$ cat src/rtl/wb_stage.sv
// Writeback arbiter: pipeline results and load returns share one register-file write port.
// Define WB_FWD_EN to expose the registered write as fwd_valid/fwd_addr/fwd_data for read bypass.
module wb_stage (
    input  logic        clk,
    input  logic        rst_n,
    input  logic        pipe_valid,
    input  logic [4:0]  pipe_addr,
    input  logic [31:0] pipe_data,
    output logic        pipe_ready,
    input  logic        lsu_valid,
    input  logic [4:0]  lsu_addr,
    input  logic [31:0] lsu_data,
    output logic        lsu_ready,
    output logic        we,
    output logic [4:0]  wr_addr,
    output logic [31:0] wr_data,
`ifdef WB_FWD_EN
    output logic        fwd_valid,
    output logic [4:0]  fwd_addr,
    output logic [31:0] fwd_data,
`endif
    output logic [1:0]  pend_cnt
);

    // Handshake: a request transfers on a cycle where its valid and ready are both 1.
    // Each ready is computed from registered state only, never from the requester's valid.

    logic [4:0]  ent0_addr, ent1_addr;
    logic [31:0] ent0_data, ent1_data;
    logic [1:0]  starv;

    logic        forced;
    logic        push;
    logic        pop;
    logic        pipe_serve;
    logic        served;
    logic [4:0]  sel_addr;
    logic [31:0] sel_data;
    logic        push_slot;
    logic [1:0]  starv_next;
    logic [1:0]  pend_next;

    always_comb begin
        forced     = rst_n && (starv == 2'd3) && (pend_cnt != 2'd0);
        pipe_ready = rst_n && !forced;
        lsu_ready  = rst_n && (pend_cnt != 2'd2);
        push       = lsu_valid && lsu_ready;
        pipe_serve = pipe_valid && pipe_ready;
        pop        = rst_n && (pend_cnt != 2'd0) && !pipe_serve;
        served     = pipe_serve || pop;
        sel_addr   = pipe_serve ? pipe_addr : ent0_addr;
        sel_data   = pipe_serve ? pipe_data : ent0_data;
        // Slot the new entry lands in once the head (if popped) has shifted out.
        push_slot  = (pend_cnt == 2'd2) || ((pend_cnt == 2'd1) && !pop);
        pend_next  = pend_cnt + 2'(push) - 2'(pop);
        starv_next = starv;
        if (pop || (pend_cnt == 2'd0)) begin
            starv_next = 2'd0;
        end else if (pipe_serve) begin
            starv_next = starv + 2'd1;
        end
    end

    always_ff @(posedge clk) begin
        if (!rst_n) begin
            ent0_addr <= '0;
            ent0_data <= '0;
            ent1_addr <= '0;
            ent1_data <= '0;
            pend_cnt  <= '0;
            starv     <= '0;
            we        <= 1'b0;
            wr_addr   <= '0;
            wr_data   <= '0;
        end else begin
            if (pop) begin
                ent0_addr <= ent1_addr;
                ent0_data <= ent1_data;
            end
            if (push && !push_slot) begin
                ent0_addr <= lsu_addr;
                ent0_data <= lsu_data;
            end
            if (push && push_slot) begin
                ent1_addr <= lsu_addr;
                ent1_data <= lsu_data;
            end
            pend_cnt <= pend_next;
            starv    <= starv_next;
            // GPR 0 is hardwired: the request is consumed but never written.
            we       <= served && (sel_addr != 5'd0);
            if (served) begin
                wr_addr <= sel_addr;
                wr_data <= sel_data;
            end
        end
    end

`ifdef WB_FWD_EN
    assign fwd_valid = we;
    assign fwd_addr  = wr_addr;
    assign fwd_data  = wr_data;
`endif

endmodule

$ cat config.mk
export PLATFORM = sky130hd
export DESIGN_NAME = wb_stage
export DESIGN_NICKNAME = d
export VERILOG_FILES = /design/src/rtl/wb_stage.sv
export SDC_FILE = /design/constraint.sdc
export NUM_CORES = 1
export LEC_CHECK = 0
export ABC_AREA = 1
export CELL_PAD_IN_SITES_DETAIL_PLACEMENT = 0
export CELL_PAD_IN_SITES_GLOBAL_PLACEMENT = 1
export CORE_MARGIN = 3
export CORE_UTILIZATION = 35
export CTS_CLUSTER_SIZE = 10
export DETAILED_ROUTE_END_ITERATION = 16
export PLACE_DENSITY = 0.79
export SLEW_MARGIN = 20
export SYNTH_ARGS = -nofsm -noshare
export SYNTH_HDL_FRONTEND = slang
export SYNTH_SLANG_ARGS = --single-unit
$ cat constraint.sdc
create_clock -name clk -period 2.5 [get_ports clk]
set_input_delay 0.5 -clock clk [delete_from_list [all_inputs] [get_ports clk]]
set_output_delay 0.5 -clock clk [all_outputs]
set_load 0.02 [all_outputs]
Word-level counts from Yosys, hierarchy flattened --
Index checks and enable logic that the tools add are counted.
Word-level totals: bits of input ports 78, flip-flop bits (word level) 116, word-level logic and storage cells 47
Cells by class: bitwise logic cells 1, mux-type cells 6, equal/unequal tests 4, $add $sub $neg 3, reductions and logical operators 24
Operators with widths (number):
- $mux W32 | 3
- $mux W5 | 3
- $logic_and A1 B1 Y1 | 12
- $reduce_bool A5 Y1 | 1
- $eq A2 B2 Y1 const B | 2
- $logic_not A1 Y1 | 4
- $reduce_bool A2 Y1 | 2
- $logic_or A1 B1 Y1 | 3
- $add A2 B1 Y2 | 1
- $add A2 B1 Y2 const B | 1
- $eq A2 B1 Y1 const B | 1
- $logic_not A2 Y1 | 1
- $ne A2 B2 Y1 const B | 1
- $reduce_or A2 Y1 | 1
- $sub A2 B1 Y2 | 1
- $not A1 Y1 | 1

Longest topological paths before layout --
depth after elaboration 14, mapped depth 11

Worst setup path after synthesis --
No wires, ideal clock.
path kind flip-flop to flip-flop, start point register starv[0], end point register pend_cnt[1], clock period less this slack 2027 ps, cell stages (with the launch flop) 11, arrival 1889 ps, buffers on the path 1, path slack 473 ps, required time 2363 ps, setup time 137 ps, path through dfxtp_1 -> ha_1 -> o211ai_4 -> inv_1 -> buf_2 -> ha_1 -> inv_1 -> ha_1 -> xor2_1 -> o21ai_0 -> a21oi_1
Between the ends: longest elaborated chain between the ends 9
RTL lines:
- start, declared | RTL line 30 | logic [1:0] starv;
- start signal, assigned | RTL line 89 | starv <= starv_next;
- $eq A2 B2 Y1 | RTL line 44 | forced = rst_n && (starv == 2'd3) && (pend_cnt != 2'd0);
- $logic_and A1 B1 Y1 (2 in series) | RTL line 44
- $logic_not A1 Y1 | RTL line 45 | pipe_ready = rst_n && !forced;
- $logic_and A1 B1 Y1 | RTL line 45
- $logic_and A1 B1 Y1 | RTL line 48 | pipe_serve = pipe_valid && pipe_ready;
- $logic_not A1 Y1 | RTL line 49 | pop = rst_n && (pend_cnt != 2'd0) && !pipe_serve;
- $logic_and A1 B1 Y1 | RTL line 49
- $sub A2 B1 Y2 | RTL line 55 | pend_next = pend_cnt + 2'(push) - 2'(pop);
- end signal, assigned | RTL line 88 | pend_cnt <= pend_next;
- end, declared | RTL line 22 | output logic [1:0] pend_cnt
No other way between the ends. A chain may end at the register's enable or synchronous reset.

Worst setup path in the final report --
start point register starv[0], end point output port pipe_ready
Between the ends: longest elaborated chain between the ends 5
RTL lines:
- $eq A2 B2 Y1 | RTL line 44
- $logic_and A1 B1 Y1 (2 in series) | RTL line 44
- $logic_not A1 Y1 | RTL line 45
- $logic_and A1 B1 Y1 | RTL line 45
- end, declared | RTL line 9 | output logic pipe_ready,
No other way between the ends.

==> results by group <==
Status
  • Status: finished clean

Critical path
  • Critical path's slowest cell: clkdlybuf4s50_1
  • Crit path cell chain: ha_1 -> o21ai_2 -> nand2_1 -> inv_1 -> clkdlybuf4s50_1
  • CP peak stage delay: about 0.60 ns
  • Setup crit start: starv[0]
  • Critical Path End Type: primary output
  • Worst Setup Path Type: reg -> out
  • Critical Path RT: 2.00 ns
  • CP Launch Type: register
  • Origin of the critical flop-to-flop path: pend_cnt[1]
  • Arrival @ worst endpoint: 1.84 ns
  • Crit-path max FO: 5

Power and ir drop
  • Internal power: just over 0.004 W
  • Total power: 0.00547 W
  • Switch Pwr: ~0.0014 W
  • Pwr/cell area: 772 nW/um^2
  • Worst VDD drop: about 500 uV
  • Gate power share: between 10% and 20%
  • Switching Share: between 20% and 30%
  • Clock share of power: between 40% and 50%
  • Reg power frac: a little under two fifths
  • Lkg Pwr: a little over 3 nW

Clock tree
  • Clock buffer depth: 2
  • CTS buffer count: 17
  • CTS tree: built
  • Post-CTS resize count: 0
  • Latest clock arrival within the worst-skew pair: 0.42 ns
  • Root buf cell: clkbuf_16
  • Max H-tree Level: 4
  • Clock sink total: 116
  • CTS clk-pin slew, worst paths: approximately 0.05 ns
  • Post-CTS Hold Buffers: 0
  • # Post-CTS Setup Buffers: 0

Worst hold path
  • Hold path startpoint: rst_n
  • Worst Hold Class: in -> reg

Synth
  • Syn_area_per_cell: slightly above 7 sq um
  • Total nets after synthesis: 807
  • Cell count after synthesis: 726
  • Sequential fraction of the synthesis area: about 45%
  • Compound-Gate Fraction of Synth Area: about 17%
  • Synthesis Warnings: 0
  • Post-synthesis register bit count: roughly 120
  • Largest family of logic cells by synthesized area: simple AND/OR/NAND/NOR gates
  • Post-synthesis mux area share: 0%
  • Netlist cell types: 21
  • Simple-gate area share of the yosys netlist: 24.3%
  • XOR/XNOR Fraction of Synth Area: less than 1%
  • Post-synthesis adder-cell area fraction: less than 1%
  • Cell Area, Synth: 5170 sq um

STA
  • Fin crit period: around 2.3 ns
  • Setup TNS: 0 ns
  • # setup viols final: 0
  • Clk_skew: between 0.004 and 0.005 ns
  • Rel. slew slack: 35.9%
  • Fin crit share: ~93%
  • Final Hold Fails: 0
  • Slew Viols, Final: 0
  • Hold WS: between 0.4 and 0.5 ns
  • Worst slew pin tran: 0.960 ns
  • RSZ-0062 raised after global routing: no
  • Fmax: about 430 MHz
  • Setup ws final: approximately 0.16 ns

Floorplanning
  • Row cnt: between 40 and 50
  • Area of the die: between 15000 and 20000 sq um
  • Core ar.: approximately 14000 sq um
  • Die Width: 128 um
  • I/O Pins: 120
  • Chip height: about 130 um
  • Initial Util: 36.5%

Global routing
  • Initial antenna violation count: 0
  • First-pass GRT wire length: ~24000 um
  • Vias in the first global route: 4930
  • All-Layer GR Usage: 18.8%
  • Global route total overflow: 0
  • Pin count of the biggest net entering global routing: 75

Layout
  • Most frequent cells in the layout: nand2_1, clkdlybuf4s50_1, dfxtp_1
  • Ant diodes: 0
  • Share of cells above drive strength 1: ~6.7%
  • Final Instance Count excl. Fillers: approximately 1.0k
  • Final #Nets: between 900 and 1k
  • Most common cell after layout, fill and taps aside: nand2_1
  • Synthesis-to-layout area growth: 37.2%

Routing
  • Routed Antenna Nets: 0
  • Detailed router's first-iteration violation count: 267
  • Routed WL: 14800 um
  • Routed wire length per instance: 14.5 um
  • Drt pass-1 iters: 5
  • # DRC: 0
  • Routed vias/inst: around 4.9
  • Vias: 5023

Placed design
  • Final HPWL DP: between 9000 and 10000 um
  • Post-Place Setup Slack: about 0.044 ns
  • DP Cell Count: 990
  • RD Place Congestion: 0.785
  • Port Buf Inserts: 119

Job
  • Max-Cap Viols: 0
==> state kept, by name (all words and copies together) (netlist names) <==
name	cells
ent0_addr	5
ent0_data	32
ent1_addr	5
ent1_data	32
pend_cnt	2
starv	2
we	1
wr_addr	5
wr_data	32
==> cells by family after synthesis <==
| family | count (synthesis) |
|---|---|
| AOI/OAI and AO/OA | 145 |
| xor gates and xnor gates | 1 |
| adders and majority gates | 3 |
| buffers and inverters | 160 |
| DFF | 116 |
| and+or+nand+nor | 301 |
==> routing by layer <==
layer,global-route usage [%],vias to the layer above,wire length [um]
met5,0,-,0
met4,7.00,0,267
met3,5.73,24,901
met2,30.1,144,6700
met1,24.0,2302,6900
li1,-,2553,-
==> cells in the mapped netlist, drive strengths merged <==
library cell | count | share of area (%)
buf | 35 | 3.8
o21ai | 41 | 4.0
ha | 3 | 0.73
nor2 | 10 | 0.87
dfxtp | 116 | 45
clkbuf | 17 | 1.2
a21oi | 39 | 3.8
inv | 108 | 7.8
nand4 | 3 | 0.36
o211ai | 41 | 6.2
nand3 | 87 | 8.4
xor2 | 1 | 0.17
a31oi | 24 | 2.9
nand2 | 201 | 15
==> per-stage QoR <==
stage	cell area, sq um	utilization, %
after global placement	6470	45.8
after floorplan	5170	-
after detailed placement	6470	45.8
after global routing	7090	50.1
after CTS	7090	50.1
final	7090	50.1
==> power by group through the flow <==
stage / logic, W / clock network, W / registers, W
detailed placement: 0.000905 / 0 / 0.00210
finish: 0.000905 / 0.00251 / 0.00206
floorplan: 0.000481 / 0 / 0.00213
global placement: 0.000895 / 0 / 0.00209
global route: 0.00101 / 0.00264 / 0.00207
CTS: 0.000910 / 0.00256 / 0.00206
==> cell type report <==
type                            count  area [sq um]
Fill cell                        1377          7060
Sequential cell                   116          2320
Multi-Input combinational cell    450          2200
Timing Repair Buffer              136          1330
Clock buffer                       27           523
Inverter                          108           405
Tap cell                          180           225
Clock inverter                      3          90.1
==> path summary, 6_finish.rpt <==
path	endpoint	slack [ns]	depth (start not counted)
worst max-delay path	pipe_ready	0.16	5
worst min-delay path	pend_cnt[0]	0.41	3
worst max register to register	ent0_data[6]	0.47	8
worst min register to register	starv[0]	0.42	1
==> worst max-delay path, delay by kind of cell, from the launching register on <==
kind	cells	cell delay (ns)
AOI/OAI and AO/OA	1	0.12
buffers and inverters	2	0.66
DFF	1	0.31
adders and majority gates	1	0.25
and+or+nand+nor	1	0.08
No activity file was read; power rests on OpenSTA's default activity.
